==> src/rtl/axi_wr_burst_sched.sv <==
// axi_wr_burst_sched: splits one VDMA line/frame write request into AXI INCR
// bursts of at most BURST_MAX beats and hands them one at a time to the
// single-burst AXI write core over its write_req/req_resp/req_done handshake.
//
// Build option: define AXI_WR_4K_SPLIT_EN to additionally cap each burst so
// that it never crosses a 4 KB address boundary.
//
// state | meaning
// ------+----------------------------------------------------------------
// IDLE  | waiting for xfer_start
// CALC  | end transfer (zero remaining / abort) or size and load next burst
// REQ   | core_req held high until the core acknowledges with core_resp
// WAIT  | burst in flight; core_len/core_addr held until core_done
// NEXT  | advance address, remaining beats and burst count
module axi_wr_burst_sched #(
    parameter int LSIZE      = 10,
    parameter int ASIZE      = 32,
    parameter int TSIZE      = 24,
    parameter int BURST_MAX  = 256,
    parameter int BEAT_BYTES = 32
) (
    input  logic             axi_aclk,
    input  logic             axi_resetn,
    input  logic             xfer_start,
    input  logic [ASIZE-1:0] xfer_addr,
    input  logic [TSIZE-1:0] xfer_beats,
    input  logic             xfer_abort,
    output logic             xfer_busy,
    output logic             xfer_done,
    output logic             xfer_aborted,
    output logic [15:0]      burst_cnt,
    output logic             core_req,
    input  logic             core_resp,
    input  logic             core_done,
    output logic [LSIZE-1:0] core_len,
    output logic [ASIZE-1:0] core_addr
);

    localparam int BB_SHIFT = $clog2(BEAT_BYTES);

    typedef enum logic [2:0] {
        S_IDLE,
        S_CALC,
        S_REQ,
        S_WAIT,
        S_NEXT
    } state_t;

    state_t state, state_nxt;

    logic [ASIZE-1:0] cur_addr, cur_addr_d;
    logic [TSIZE-1:0] remain, remain_d;
    logic [LSIZE-1:0] blen, blen_d, blen_w;
    logic             xfer_end;

    logic             busy_d, done_d, aborted_d, req_d;
    logic [LSIZE-1:0] len_d;
    logic [ASIZE-1:0] addr_d;
    logic [15:0]      cnt_d;

`ifdef AXI_WR_4K_SPLIT_EN
    logic [12:0] room_4k;
    logic [12:0] b4k_w;
`endif

    assign xfer_end = (remain == '0) || xfer_abort;

    // Size of the next burst: min(remain, BURST_MAX[, beats left in this 4 KB page])
    always_comb begin
        blen_w = (remain < TSIZE'(BURST_MAX)) ? remain[LSIZE-1:0] : LSIZE'(BURST_MAX);
`ifdef AXI_WR_4K_SPLIT_EN
        room_4k = 13'h1000 - {1'b0, cur_addr[11:0]};
        b4k_w   = room_4k >> BB_SHIFT;
        if (13'(blen_w) > b4k_w) begin
            blen_w = LSIZE'(b4k_w);
        end
`endif
    end

    // State register
    always_ff @(posedge axi_aclk or negedge axi_resetn) begin
        if (!axi_resetn) begin
            state <= S_IDLE;
        end else begin
            state <= state_nxt;
        end
    end

    // Next-state decode
    always_comb begin
        state_nxt = state;
        case (state)
            S_IDLE: if (xfer_start) state_nxt = S_CALC;
            S_CALC: state_nxt = xfer_end ? S_IDLE : S_REQ;
            S_REQ:  if (core_resp) state_nxt = S_WAIT;
            S_WAIT: if (core_done) state_nxt = S_NEXT;
            S_NEXT: state_nxt = S_CALC;
            default: state_nxt = S_IDLE;
        endcase
    end

    // Next values for the registered outputs and datapath
    always_comb begin
        busy_d     = 1'b1;
        done_d     = 1'b0;
        aborted_d  = 1'b0;
        req_d      = core_req;
        len_d      = core_len;
        addr_d     = core_addr;
        cur_addr_d = cur_addr;
        remain_d   = remain;
        blen_d     = blen;
        cnt_d      = burst_cnt;
        case (state)
            S_IDLE: begin
                // busy drops the cycle after xfer_done unless a new start is taken
                busy_d = xfer_start;
                if (xfer_start) begin
                    cur_addr_d = xfer_addr;
                    remain_d   = xfer_beats;
                    cnt_d      = '0;
                end
            end
            S_CALC: begin
                if (xfer_end) begin
                    done_d    = 1'b1;
                    aborted_d = xfer_abort;
                end else begin
                    blen_d = blen_w;
                    len_d  = blen_w;
                    addr_d = cur_addr;
                    req_d  = 1'b1;
                end
            end
            S_REQ: begin
                // the core samples write_req as a level, so drop it right after resp
                if (core_resp) req_d = 1'b0;
            end
            S_NEXT: begin
                cur_addr_d = cur_addr + (ASIZE'(blen) << BB_SHIFT);
                remain_d   = remain - TSIZE'(blen);
                if (burst_cnt != 16'hFFFF) cnt_d = burst_cnt + 16'd1;
            end
            default: ;
        endcase
    end

    // Output and datapath registers
    always_ff @(posedge axi_aclk or negedge axi_resetn) begin
        if (!axi_resetn) begin
            xfer_busy    <= 1'b0;
            xfer_done    <= 1'b0;
            xfer_aborted <= 1'b0;
            core_req     <= 1'b0;
            core_len     <= '0;
            core_addr    <= '0;
            burst_cnt    <= '0;
            cur_addr     <= '0;
            remain       <= '0;
            blen         <= '0;
        end else begin
            xfer_busy    <= busy_d;
            xfer_done    <= done_d;
            xfer_aborted <= aborted_d;
            core_req     <= req_d;
            core_len     <= len_d;
            core_addr    <= addr_d;
            burst_cnt    <= cnt_d;
            cur_addr     <= cur_addr_d;
            remain       <= remain_d;
            blen         <= blen_d;
        end
    end

endmodule

==> config.mk <==
export PLATFORM = sky130hd
export DESIGN_NAME = axi_wr_burst_sched
export DESIGN_NICKNAME = d
export VERILOG_FILES = /design/src/rtl/axi_wr_burst_sched.sv
export SDC_FILE = /design/constraint.sdc
export NUM_CORES = 1
export LEC_CHECK = 0
export ABC_CLOCK_PERIOD_IN_PS = 2600
export BUFFER_PORTS_ARGS = -buffer_cell sky130_fd_sc_hd__clkbuf_2
export CORE_ASPECT_RATIO = 1.5
export CORE_MARGIN = 8
export CORE_UTILIZATION = 45
export DETAILED_ROUTE_END_ITERATION = 12
export GPL_TIMING_DRIVEN = 0
export PLACE_DENSITY = 0.71
export SYNTH_ARGS = -nofsm -noshare
export SYNTH_HDL_FRONTEND = slang
export SYNTH_SLANG_ARGS = --single-unit
==> constraint.sdc <==
create_clock -name axi_aclk -period 2.6 [get_ports axi_aclk]
set_input_delay 0 -clock axi_aclk [delete_from_list [all_inputs] [get_ports axi_aclk]]
set_output_delay 0 -clock axi_aclk [all_outputs]
set_load 0.1 [all_outputs]
==> run metrics, run 1 <==
sequential area share after synthesis=0.462; H-tree levels=4; CTS tree=yes; Cells after Synth=672; Syn Nets=757; Routed WL=about 20000 um; total grt overflow=0; Worst-Skew Late Latency=about 420 ps; die area=18700 um2; mapped cell area=approximately 6500 um2; Critical Path Stages=10; Synth area leader=dfrtp_1; port buffer count=123; worst path arrival time=about 2800 ps; critical path startpoint category=flop; Nets=968; share of layout cells above drive strength 1=0.265; # clock sinks=121; Crit path buffers/inverters=3; R2R Path End=remain[15]; top cell type's share of synthesized area=0.462; initial core utilization=0.455; die width=about 110 um; Longest Clk Path Bufs=2; fill count=roughly 1200; VDD IR max=between 800 and 900 uV; asr flop ratio synth=1.00; first-pass GRT wire length=32200 um; Clock Tree Root=clkbuf_16; Global Route Usage Sum=0.221; leak pwr=0.00394 uW; Via Count=6133; num rows=54; vias per inst=5.63; CP Data Required Time=2880 ps; I/O Pins=124; unrepaired setup endpoints after global routing=yes; number of synthesized register bits=121; status=complete, no violations; DRT antenna net count=0; Pwr Density=roughly 1300 nW/um2; fin worst setup slack=roughly 68 ps; Post-synth EDFFs=0; Final Setup Violations=0; Area contributors post-synth=dfrtp_1 46%, nand2_1 4.6%, mux2_1 4.3%; vias in the first global route=between 6000 and 7000; Crit. Startpoint=blen[5]; post-layout util=0.625; CP Class=flop to flop; per-cell routed wire length=around 18 um; die height=164 um; largest net degree at the start of global routing=108; Setup WS pre-CTS=-278 ps; Final Hold Violating Endpoints=0; Register Area=3060 um2; P&R area growth vs syn=37.3%; area of the multi-input gates=approximately 3500 um2; Clock Skews=8.73 ps; slowest CP cell=dfrtp_4; Tcrit/Tclk final=0.974; CP Cell Sequence=inv_2 > ha_4 > clkbuf_8 > a21o_1 > a211o_1 > and2_4 > or2_2 > clkbuf_8 > o311ai_1 > o311ai_1; Mapped Avg Cell Area=9.74 um2; fin. max-slew vios=0; Max Clk Rate=395 MHz; r2r startpoint=blen[5]; max incr delay on CP=slightly above 500 ps; DRC errors left=0; diodes inserted=0; min cycle time layout=2530 ps; crit end category=flop; 1st-iter DRT viols=405; reg2reg path depth=10; Main synth FF type=dfrtp_1; RD Place Congestion=~0.95; initial antenna violation count=0; Detailed Routing Iterations Pass 1=5; crit-path max FO=8; Yosys cell types=66; Reg2Reg Setup Slack=between 60 and 70 ps; Slew HR=0.497; HPWL after DPL=14300 um; Hold Crit Class=input port to async pin; cell family with most CP delay=compound AO/OA/AOI/OAI gates; Slew @ Worst Pin=755 ps; Worst setup endpoint=remain[15]; maxcap violations=0; total CTS buffers=17; Ys Warns=0; Core ar.=between 10000 and 15000 um2; Clock Pin Slew Worst Setup and Hold Paths=50 ps
final cells by class:
| type | count | area share |
|---|---|---|
| inverters | 18 | 0.00793 |
| clock buffers | 23 | 0.0532 |
| flip-flops and latches | 121 | 0.341 |
| well taps | 196 | 0.0273 |
| clock inverters | 7 | 0.0129 |
| repair buffers | 193 | 0.147 |
| multi-input cells | 501 | 0.388 |
| plain buffers | 31 | 0.0223 |
kinds of logic after synthesis:
logic type,after synthesis,share of synthesized area
AO/OA/AOI/OAI,170,0.178
XOR/XNOR,26,0.0348
adder cells (fa/ha/maj),23,0.0462
buffers and inverters,50,0.0338
flip-flops,121,0.462
multiplexers,34,0.0579
AND/OR/NAND/NOR,248,0.187
cell usage in the layout, fill, tap and decap left out, types with 6 or more instances in the layout:
cell	instances
and3_1	10
xnor2_1	17
a211oi_1	11
nor4_1	7
dfrtp_2	10
a22oi_1	9
dlygate4sd3_1	61
nand4_1	7
xor2_1	9
nand3_1	8
or2_2	7
dfrtp_1	105
a21o_1	9
clkbuf_16	17
nand2_1	81
o21ai_0	35
dfrtp_4	6
nand2b_1	8
inv_1	16
clkbuf_1	18
clkbuf_2	124
or3_1	7
a31oi_1	9
ha_1	18
clkbuf_8	6
nor3_1	16
nor2_1	62
o211ai_1	8
a311oi_1	11
mux2_2	6
buf_4	7
mux2_1	25
a21oi_1	23
cells in the mapped netlist (10+ instances only):
| library cell | instances |
|---|---|
| dfrtp_1 | 121 |
| nand2_1 | 81 |
| nor2_1 | 62 |
| o21ai_0 | 38 |
| a21oi_1 | 25 |
| mux2_1 | 25 |
| ha_1 | 21 |
| clkbuf_1 | 20 |
| inv_1 | 18 |
| nor3_1 | 17 |
| xnor2_1 | 17 |
| a211oi_1 | 16 |
| a311oi_1 | 11 |
| and3_1 | 11 |
| nor4_1 | 10 |
per-layer routing:
metal / GRT usage / share of wire
met4: 0.100 / 0.030
met5: 0 / 0
met3: 0.0512 / 0.055
met2: 0.387 / 0.52
met1: 0.250 / 0.40
metrics by stage:
stage | total power [uW] | TNS (ps) | hold WS [ps] | instance area, um2 | cells
6_report | 11700 | 0 | 2.35 | 8990 | 1090
5_1_grt | 12400 | -184 | 24.0 | 8990 | 1090
4_1_cts | 11600 | 0 | 0.890 | 8810 | 1083
3_5_place_dp | 9070 | -5220 | -137 | 7540 | 992
3_3_place_gp | 8960 | -57990 | 191 | 7510 | 991
2_1_floorplan | 7740 | -6.85 | -296 | 6650 | 672
where the power goes:
| group | internal [uW] | leakage (uW) | switching (uW) | total (uW) |
|---|---|---|---|---|
| sequential | 2630 | 0.00146 | 665 | 3300 |
| clock | 1570 | 0.000290 | 821 | 2390 |
| combinational | 1790 | 0.00219 | 4270 | 6060 |
| total | 5990 | 0.00394 | 5750 | 11700 |
repair_timing:
item / CTS / global route
pin swaps: 0 / 10
setup endpoints to repair: 58 / 62
resized for setup: 11 / 31
buffers inserted: 0 / 8
hold buffers: 61 / 0
hold endpoints to repair: 183 / 0
worst min-delay path by stage:
| stage | from | to |
|---|---|---|
| after floorplan | axi_resetn | blen[2] |
| after global placement | xfer_addr[1] | cur_addr[1] |
| after detailed placement | axi_resetn | xfer_busy |
| after CTS | axi_resetn | cur_addr[3] |
| after global routing | axi_resetn | cur_addr[1] |
| final | axi_resetn | xfer_busy |
sequential cells by signal, summed over array words and instances (netlist names):
signal	count
core_addr	32
cur_addr	32
remain	24
burst_cnt	16
blen	10
state	3
core_req	1
xfer_aborted	1
xfer_busy	1
xfer_done	1
(Power assumes the default switching activity.)
==> inputs of run 2 (changes only) <==
--- a/config.mk
+++ b/config.mk
@@ -5,14 +5,15 @@
 export SDC_FILE = /design/constraint.sdc
 export NUM_CORES = 1
 export LEC_CHECK = 0
-export ABC_CLOCK_PERIOD_IN_PS = 2600
+export ABC_CLOCK_PERIOD_IN_PS = 2640
 export BUFFER_PORTS_ARGS = -buffer_cell sky130_fd_sc_hd__clkbuf_2
 export CORE_ASPECT_RATIO = 1.5
 export CORE_MARGIN = 8
 export CORE_UTILIZATION = 45
 export DETAILED_ROUTE_END_ITERATION = 12
 export GPL_TIMING_DRIVEN = 0
-export PLACE_DENSITY = 0.71
+export PLACE_DENSITY = 0.68
 export SYNTH_ARGS = -nofsm -noshare
 export SYNTH_HDL_FRONTEND = slang
 export SYNTH_SLANG_ARGS = --single-unit
+export TNS_END_PERCENT = 100
==> constraint.sdc (replaced) <==
create_clock -name axi_aclk -period 2.64 [get_ports axi_aclk]
set_input_delay 0 -clock axi_aclk [delete_from_list [all_inputs] [get_ports axi_aclk]]
set_output_delay 0 -clock axi_aclk [all_outputs]
set_load 0.1 [all_outputs]
==> run 2 against run 1 <==
  * Combinational power decreased by 2%
  * Largest cell class unchanged
  * Highest routed layer unchanged
  * First-iteration DRC count increased by 18%
  * Via count rose by 2.5%
  * Routed wire length grew 3.6%
==> run metrics, run 2 (same netlist as run 1, synthesis figures left out) <==
status=complete, no violations; Clock Pin Slew Worst Setup and Hold Paths=60 ps (about the same); RD Place Congestion=0.887 (-6.7%); Worst-Skew Late Latency=410 ps (about the same); Hold Crit Class=input port to async pin; Final Setup Violations=0 (unchanged); initial antenna violation count=0 (unchanged); initial core utilization=0.455 (unchanged); maxcap violations=0 (unchanged); port buffer count=123 (unchanged); Tot Pwr=11400 uW (-2.8%); Routed WL=20900 um (+3.6%); Via Count=6288 (+2.5%); Slew HR=0.439 (-0.0575); most common cell after layout, fill and taps aside=clkbuf_2; total grt overflow=0 (unchanged); Finished Layout Cells=1091 (+0.092%); Global Route Usage Sum=0.225 (+0.00325); unrepaired setup endpoints after global routing=yes; vias per inst=5.76 (+2.4%); Clock Skews=10.0 ps (+1.29 ps); DRT antenna net count=0 (unchanged); CP Data Required Time=2930 ps (+50 ps); Longest Clk Path Bufs=2 (unchanged); most frequent cells in the layout=123 x clkbuf_2, 106 x dfrtp_1, 81 x nand2_1; P&R area growth vs syn=36.0%; Clock Tree Root=clkbuf_16; num rows=54 (unchanged); leak pwr=0.00389 uW (-1.1%); die height=164 um (unchanged); Setup WS pre-CTS=-198 ps (+79.6 ps); Slew @ Worst Pin=841 ps (+86.2 ps); Core ar.=14400 um2 (unchanged); CP Class=flop to flop; DRC errors left=0 (unchanged); Detailed Routing Iterations Pass 1=5 (unchanged); H-tree levels=4 (unchanged); fin. max-slew vios=0 (unchanged); die area=18700 um2 (unchanged); Max Clk Rate=388 MHz (-1.8%); per-cell routed wire length=19.1 um (+3.5%); vias in the first global route=6443 (+1.9%); Nets=967 (-0.10%); # clock sinks=121 (unchanged); HPWL after DPL=14900 um (+4.1%); die width=114 um (unchanged); crit-path max FO=6 (-2); CTS tree=yes; crit end category=flop; 1st-iter DRT viols=476 (+18%); total CTS buffers=17 (unchanged); Final Hold Violating Endpoints=0 (unchanged); Tcrit/Tclk final=0.976 (+0.00240); I/O Pins=124 (unchanged); share of layout cells above drive strength 1=0.258 (-0.00700); Reg2Reg Setup Slack=60 ps (about the same); first-pass GRT wire length=32700 um (+1.4%); VDD IR max=655 uV (-19%); diodes inserted=0 (unchanged); critical path startpoint category=flop; min cycle time layout=2580 ps (+45.3 ps); placed cell count=992 (unchanged); biggest regs=core_addr (32), cur_addr (32), remain (24); Pwr Density=1280 nW/um2 (-1.8%); worst path arrival time=2870 ps (+50 ps); largest net degree at the start of global routing=96 (-11%); fin worst setup slack=63.0 ps (-5.30 ps); Fin Setup TNS=0 ps (unchanged)
## run 2: critical path, cell delays in order, from the launching register on
cell     delay, ps
dfrtp_1        410
or4_4          580
or3_4          380
nor3_4         210
a311o_1        200
buf_6          160
buf_4          170
mux2_2         350
## run 2: layout make-up
type / instances / area [um2]
fillers: 1200 / 5490
inverters: 18 / 67.6
repair buffers: 192 / 1320
plain buffers: 31 / 166
clock buffers: 21 / 450
multi-input cells: 501 / 3480
clock inverters: 11 / 123
flip-flops and latches: 121 / 3060
well taps: 196 / 245
## run 2: what timing repair did
| action | 4_1_cts | 5_1_grt |
|---|---|---|
| pin swaps | 3 | 8 |
| hold endpoints to repair | 183 | 0 |
| gates resized for setup | 9 | 26 |
| buffers inserted | 2 | 5 |
| hold buffers | 61 | 0 |
| endpoints found under the setup margin | 55 | 44 |
## run 2: per-layer routing
metal / part of all wire / vias to the layer above / track usage
met4: 0.044 / 0 / 0.130
met3: 0.066 / 67 / 0.0456
met1: 0.38 / 3054 / 0.247
met5: 0 / - / 0
li1: - / 2900 / -
met2: 0.51 / 267 / 0.393
## run 2: path summary, 6_finish.rpt
kind                                      to  cells past startpoint    startpoint
min in group axi_aclk            cur_addr[2]                      4  xfer_addr[2]
worst min-delay path                core_req                      2    axi_resetn
worst max-delay path            core_addr[3]                      7    remain[14]
worst max register to register  core_addr[3]                      7    remain[14]
worst min register to register   cur_addr[3]                      2   cur_addr[3]
max in group asynchronous       burst_cnt[0]                      3    axi_resetn
## run 2: stage by stage
stage               hold slack [ps]  instance area [um2]  utilization
finish                         38.8                 8900        0.619
global route                   55.5                 8900        0.619
CTS                            36.1                 8750        0.608
detailed placement            -95.4                 7490        0.521
global placement                196                 7460        0.518
floorplan                      -296                 6600            -
## run 2: where the power goes
| group | switching, uW | internal (uW) | total (uW) |
|---|---|---|---|
| clock | 842 | 1410 | 2250 |
| sequential | 662 | 2590 | 3250 |
| combinational | 4250 | 1660 | 5920 |
| total | 5750 | 5670 | 11400 |
